### config.mk
export PLATFORM = sky130hd
export DESIGN_NAME = dmem_responder
export DESIGN_NICKNAME = d
export VERILOG_FILES = /design/src/rtl/dmem_responder.sv
export SDC_FILE = /design/constraint.sdc
export NUM_CORES = 2
export LEC_CHECK = 0
export CORE_ASPECT_RATIO = 0.5
export CORE_MARGIN = 5
export CORE_UTILIZATION = 45
export DETAILED_ROUTE_END_ITERATION = 7
export DONT_BUFFER_PORTS = 1
export PLACE_DENSITY = 0.68
export SYNTH_ARGS = -nofsm -noshare
export SYNTH_HDL_FRONTEND = slang
export SYNTH_SLANG_ARGS = --single-unit
### constraint.sdc
create_clock -name clk -period 4.1 [get_ports clk]
set_input_delay 0.41 -clock clk [delete_from_list [all_inputs] [get_ports clk]]
set_output_delay 0.41 -clock clk [all_outputs]
set_load 0.1 [all_outputs]
### src/rtl/dmem_responder.sv
// Multi-cycle data-memory responder: word/byte loads and stores behind a request/ready
// handshake, with WAIT_STATES extra cycles per access and a misaligned-word fault flag.
module dmem_responder #(
    parameter int DEPTH_WORDS = 64,
    parameter int WAIT_STATES = 2
) (
    input  logic        clk,
    input  logic        reset,
    input  logic        MemReq,
    input  logic        MemWrite,
    input  logic        MemByte,
    input  logic [31:0] Addr,
    input  logic [31:0] WriteData,
    output logic [31:0] ReadData,
    output logic        MemReady,
    output logic        MemBusy,
    output logic        MemFault
);
    localparam int AW = $clog2(DEPTH_WORDS);
    localparam logic [3:0] WS = 4'(WAIT_STATES);

    // Handshake: a request is accepted on the rising edge where the FSM is IDLE and
    // MemReq=1; MemBusy covers WAIT and DONE, MemReady/MemFault pulse for the DONE cycle.
    typedef enum logic [1:0] {S_IDLE, S_WAIT, S_DONE} state_t;

    state_t        state;
    logic [3:0]    cnt;
    logic          lat_write;
    logic          lat_byte;
    logic [AW+1:0] lat_addr;
    logic [31:0]   lat_wdata;
    logic [31:0]   mem [DEPTH_WORDS];

    logic          req_write;
    logic          req_byte;
    logic [AW+1:0] req_addr;
    logic [31:0]   req_word;
    logic          req_fault;
    logic [31:0]   load_data;
    logic          enter_done;
    logic          lat_fault;
    logic          unused_addr_bits;

    assign unused_addr_bits = ^Addr[31:AW+2];

    // With zero wait states DONE is entered straight from IDLE, before the latches are valid.
    always_comb begin
        req_write  = lat_write;
        req_byte   = lat_byte;
        req_addr   = lat_addr;
        if (state == S_IDLE) begin
            req_write = MemWrite;
            req_byte  = MemByte;
            req_addr  = Addr[AW+1:0];
        end
        req_word  = mem[req_addr[AW+1:2]];
        req_fault = !req_byte && (req_addr[1:0] != 2'b00);
        load_data = '0;
        if (req_byte)
            load_data = {24'b0, req_word[{req_addr[1:0], 3'b000} +: 8]};
        else if (!req_fault)
            load_data = req_word;
        enter_done = ((state == S_IDLE) && MemReq && (WS == 4'd0)) ||
                     ((state == S_WAIT) && (cnt == 4'd1));
    end

    always_ff @(posedge clk or negedge reset) begin
        if (!reset) begin
            state     <= S_IDLE;
            cnt       <= '0;
            lat_write <= 1'b0;
            lat_byte  <= 1'b0;
            lat_addr  <= '0;
            lat_wdata <= '0;
            ReadData  <= '0;
            MemReady  <= 1'b0;
            MemBusy   <= 1'b0;
            MemFault  <= 1'b0;
        end else begin
            MemReady <= 1'b0;
            MemFault <= 1'b0;
            case (state)
                S_IDLE: begin
                    if (MemReq) begin
                        lat_write <= MemWrite;
                        lat_byte  <= MemByte;
                        lat_addr  <= Addr[AW+1:0];
                        lat_wdata <= WriteData;
                        cnt       <= WS;
                        MemBusy   <= 1'b1;
                        state     <= (WS == 4'd0) ? S_DONE : S_WAIT;
                    end
                end
                S_WAIT: begin
                    cnt <= cnt - 4'd1;
                    if (cnt == 4'd1)
                        state <= S_DONE;
                end
                S_DONE: begin
                    state   <= S_IDLE;
                    MemBusy <= 1'b0;
                end
                default: state <= S_IDLE;
            endcase
            if (enter_done) begin
                MemReady <= 1'b1;
                MemFault <= req_fault;
                if (!req_write)
                    ReadData <= load_data;
            end
        end
    end

    assign lat_fault = !lat_byte && (lat_addr[1:0] != 2'b00);

    // Stores commit on the edge that leaves DONE; a reset mid-access never reaches it.
    always_ff @(posedge clk) begin
        if (state == S_DONE && lat_write && !lat_fault) begin
            if (lat_byte)
                mem[lat_addr[AW+1:2]][{lat_addr[1:0], 3'b000} +: 8] <= lat_wdata[7:0];
            else
                mem[lat_addr[AW+1:2]] <= lat_wdata;
        end
    end
endmodule

=== After elaboration in Yosys (flattened, before gate mapping) ===
Memories as Yosys holds them, arrays and structs flattened.
Cells that the tools add are included.

* Register bits: 83
* Latch bits: 0
* Memory bits (writable): 2,048
* Bits in read-only memories: 0
* Input bits: 69
* Word-level logic and storage cells: 124
* Memories kept: 1

{| class="wikitable"
|+ Memories
! memory !! words !! width !! read ports !! clocked after memory_dff !! wr ports !! RTL line !! text
|-
| mem || 64 || 32 || 1 || 0 || 1 || 32 || <nowiki>logic [31:0] mem [DEPTH_WORDS];</nowiki>
|}

* $add $sub $neg: 2
* Multipliers: 0
* Divide/modulo/power cells: 0
* Order comparisons: 0
* Equality and inequality tests: 5
* Shift operators: 3
* Muxes and demuxes: 52
* Bitwise gates (word level): 33
* Reduce and logical (&&, ||, !) cells: 18

{| class="wikitable"
|+ Operator list
! operator !! count
|-
| two-way mux 32 bit || 3
|-
| two-way mux 1 bit || 42
|-
| OR 1 bit || 32
|-
| variable shift 8 x 7 -> 32 bit (first input constant) || 1
|-
| variable part select 32 x 6 -> 8 bit || 1
|-
| variable part select 8 x 7 -> 32 bit || 1
|-
| AND reduction 2 bit || 5
|-
| two-way mux 8 bit || 1
|-
| one-hot mux 4 bit (2 select lines) || 1
|-
| nonzero test 2 bit || 4
|-
| negator 5 -> 7 bit || 1
|-
| logical AND 1 bit || 5
|-
| equality test 4 x 1 -> 1 bit (second input constant) || 1
|-
| two-way mux 2 bit || 2
|-
| two-way mux 4 bit || 1
|-
| one-hot mux 2 bit (2 select lines) || 1
|-
| subtractor 4 x 1 -> 4 bit (second input constant) || 1
|-
| logical NOT 1 bit || 3
|-
| equality test 2 x 1 -> 1 bit (second input constant) || 1
|-
| equality test 2 bit (second input constant) || 1
|-
| logical NOT 2 bit || 1
|-
| != test 2 x 1 -> 1 bit (second input constant) || 1
|-
| != test 2 bit (second input constant) || 1
|-
| one-hot mux 1 bit (2 select lines) || 1
|-
| inverter 1 bit || 1
|}

=== Depth between registers and ports, before layout ===
* Word-level depth: 7
* Depth in mapped cells: 13
* Mapped depth without buffers: 9

=== Least setup slack after synthesis ===
Ideal clock, no wire load.

* Path kind: register to register
* Start point: register state[1]
* End point: memory mem[0][0] (data pin)
* Setup time: 0.515 ns
* Arrival time: 3.262 ns
* Setup slack: 0.324 ns
* Cell stages (with the launch flop): 10
* Path buffers: 4
* Period minus slack after synthesis: 3.776 ns
* Cell sequence: dfrtp_1 > buf_4 > buf_6 > buf_4 > nor2b_1 > o211a_1 > and2_1 > clkbuf_1 > a31oi_1 > nor2b_1

* Longest elaborated chain between the ends: 6

{| class="wikitable"
|+ RTL lines
! element !! RTL line !! text
|-
| start: declaration || 26 || <nowiki>state_t state;</nowiki>
|-
| start signal: assignment || 91 || <nowiki>state <= (WS == 4'd0) ? S_DONE : S_WAIT;</nowiki>
|-
| equality test 2 bit || 118 || <nowiki>if (state == S_DONE && lat_write && !lat_fault) begin</nowiki>
|-
| logical AND 1 bit (2 in a row) || 118 ||
|-
| two-way mux 1 bit || 118 ||
|-
| two-way mux 1 bit (implied by the code) || 122 || <nowiki>mem[lat_addr[AW+1:2]] <= lat_wdata;</nowiki>
|-
| two-way mux 1 bit (no source line) || - ||
|-
| end: declaration || 32 ||
|}

No other way between the ends.

=== Worst setup path after layout ===
* Start point: register state[0]
* End point: register ReadData[5]

* Longest elaborated chain between the ends: 6
* Elaborated cells on any way between the ends: 15
* Classes of those cells: 1 x eq/ne; 1 x shift; 5 x mux; 1 x bitwise; 6 x reduce/logical; 1 x memory

{| class="wikitable"
|+ RTL lines
! element !! RTL line !! text
|-
| parallel branches: the longest is 6 deep, another holds memory read (64 x 32 bit) || - ||
|-
| end signal: assignment || 109 || <nowiki>ReadData <= load_data;</nowiki>
|-
| end: declaration || 14 || <nowiki>output logic [31:0] ReadData,</nowiki>
|}

Several ways; the timed one is not identified.
A chain may end at the register's enable or synchronous reset.

==> reports/metrics.cfg <==
[finish]
area_growth_pct=14.42
post-route-cell-area_mm2=0.09849
final_cell_mix=2048 x edfxtp_1, 956 x nand2_1, 460 x buf_4, 354 x a211oi_1, 353 x nor2_1
layout-drive-gt1-share_pct=13.94
nNetsFinal=6399
utilization_pct=51.83
layout_commonest_cell=edfxtp_1

[clock_tree]
clock_path_buffers=3
clock_latency_ns=0.85
cts_tree=yes
cts-root-buf=clkbuf_16
numCtsBuffers=190
hold_buffers=48
cts_resized=0
clkTransAtPathRegs_ns=0.07
htreeDepth=4
clock_sinks=2131
postCtsSetupRepairBufs=0

[hold_path]
whs_path_depth=3
hp-start=Addr[7]
holdPathEnd=ReadData[19]
holdCritPathClass=in -> reg

[sta]
fin_crit_ns=4.015
period_share_pct=97.92
finalClockSkew_ns=0.04141
worstMarginPinSlew_ns=1.182
fmaxAchievable_ghz=0.2491
tns_ns=0
hold_viol_final=0
finalSetupViolations=0
rsz0062_at_grt=no
slew_headroom_pct=20.09
worst_slack_ns=0.08510
slew_violations=0

[detailed_routing]
wl_per_cell_um=30.21
routed_via_density=6.328
via_count=57074
drc=0
drtIter0Drc=8506
finalWirelength_um=272500
antenna_left=0
dr.pass1.iters=6

[floorplan]
die_h_um=319.3
core_area_mm2=0.1900
dieArea_mm2=0.2006
dieWidth_um=628.5
top_level_ports=104
row_count=113
start_util_pct=45.30

[logic_synthesis]
synth_edf_count=2048
yosysUniqueCellTypes=93
syn_area_per_cell_um2=14.33
synth_top_area_share_pct=71.45
synth_cells=6005
syn-num-nets=6081
ys_ff_latch=2131
synthTopCellsByArea=edfxtp_1 71%, nand2_1 4.2%, a211oi_1 3.1%
yosysWarnings=0
ys_async_sr_fraction_pct=3.895
syn_area_mm2=0.08607
synth_top_area_cell=edfxtp_1
yosys_most_used_dff=edfxtp_1
ys_seq_area_share_pct=73.86

[global_routing]
grt_max_degree=120
gr-total-overflow=0
antenna_found_initial=14
grt_use_total_pct=26.39
grt_pass1_wl_um=385500
grt_pass1_vias=53850

[critical_path]
required_ns=4.83
arrival_ns=4.75
slowest_stage=o41ai_1
path_cells=or2_4, mux2_4, buf_4, a211oi_1, o41ai_1, a41oi_1, a311oi_1, buf_4, o2111ai_1, o41ai_2
critPathMostFrequentCell=buf_4
cp_max_fo=17
start_kind=register
r2r_slack_ns=0.09
r2r.worst_path.cells=10
r2r_end=ReadData[5]
reg2reg_from=state[0]
crit_path_max_incr_delay_ns=0.63
end_kind=register
critical_path_class=reg -> reg

[power_and_ir_drop]
powerDensity_mw_per_mm2=730.6
ir_drop_mv=0.6889
power.leakage_nw=33.45

[outcome]
status=finished clean

[placed_design]
finalWeightedCongestion=0.9550
postPlaceCellArea_mm2=0.09208
hpwl_um=174500
port_buffers=0
dp_slack_ns=0.1777

[run]
max_cap_violations=0

routing by layer:
layer  GRT usage, %  routed length, um  vias to the layer above
met3          9.019              37700                      718
met1          35.12             100700                    28615
met2          38.91             119100                     3872
li1               -                  -                    23845
met5          1.065                452                        -
met4          12.73              14570                       24
report_power, final:
part,leakage [nW],switching (mW),internal [mW]
Sequential,19.8,1.33,25.6
Clock,2.88,7.87,9.46
Combinational,10.8,19.4,8.30
cells in the mapped netlist, types with 12 or more instances:
master    instances
edfxtp_1       2048
nand2_1         959
a211oi_1        354
nor2_1          353
and3_1          347
clkbuf_1        220
nand3_1         209
mux2i_1         184
a31oi_1         154
buf_2           132
a21oi_1         131
o21ai_0         108
a32oi_1          94
dfrtp_1          83
nor4_1           51
a22o_1           39
buf_4            38
nand4_1          38
buf_1            36
mux4_2           35
a22oi_1          31
nor4b_1          29
a311oi_1         22
nand2b_1         18
o41ai_1          17
buf_6            16
nor3_1           16
a32o_1           15
and4_1           15
mux2_2           14
inv_1            12
o32ai_1          12
flip-flops by register name, indices dropped and copies added (netlist names):
signal / cells
mem: 2048
ReadData: 32
lat_wdata: 32
lat_addr: 8
cnt: 4
state: 2
MemBusy: 1
MemFault: 1
MemReady: 1
lat_byte: 1
lat_write: 1
through the flow:
stage	hold WS, ns	total power [mW]	std cells
2_1_floorplan	0.1144	41.94	6005
3_3_place_gp	0.1180	53.63	8613
3_5_place_dp	0.1171	53.98	8613
4_1_cts	0.004767	71.09	9010
5_1_grt	0.05815	73.85	9010
6_report	0.07674	71.96	9019
final cells by class:
type                       instances  area [um^2]
tap                             2530         3166
timing repair buffer             570         5192
inverter                          14        52.55
antenna                            9        22.52
clock buffer                     257         5174
sequential                      2131        63580
clock inverter                    92        708.2
multi-input combinational       3416        20590
fill                           15400        91540
worst max-delay path by stage:
stage                         from  slack [ns]           to
after floorplan           state[1]        0.32    mem[0][0]
after global placement    state[0]        0.19  ReadData[5]
after detailed placement  state[0]        0.18  ReadData[5]
after CTS                 state[0]        0.17  ReadData[5]
after global routing      state[0]        0.04  ReadData[5]
final                     state[0]        0.09  ReadData[5]
critical path: cells and delay by family (launching register included):
| kind | cells | cell delay [ns] |
|---|---|---|
| buf+inv | 2 | 0.57 |
| mux | 1 | 0.43 |
| flops | 1 | 0.51 |
| compound gates | 6 | 1.98 |
| simple gates | 1 | 0.41 |
cells by family (layout without fill, tap and decap cells):
family,after synthesis,in the layout,synth area share [%]
XOR/XNOR,1,1,0.01018
adder cells (fa/ha/maj),7,7,0.1018
buffers and inverters,458,933,2.509
flip-flops,2131,2131,73.86
AND/OR/NAND/NOR,2099,2099,11.36
AO/OA/AOI/OAI,1071,1071,8.841
multiplexers,238,238,3.319
other,0,9,0
(Power assumes the default switching activity.)
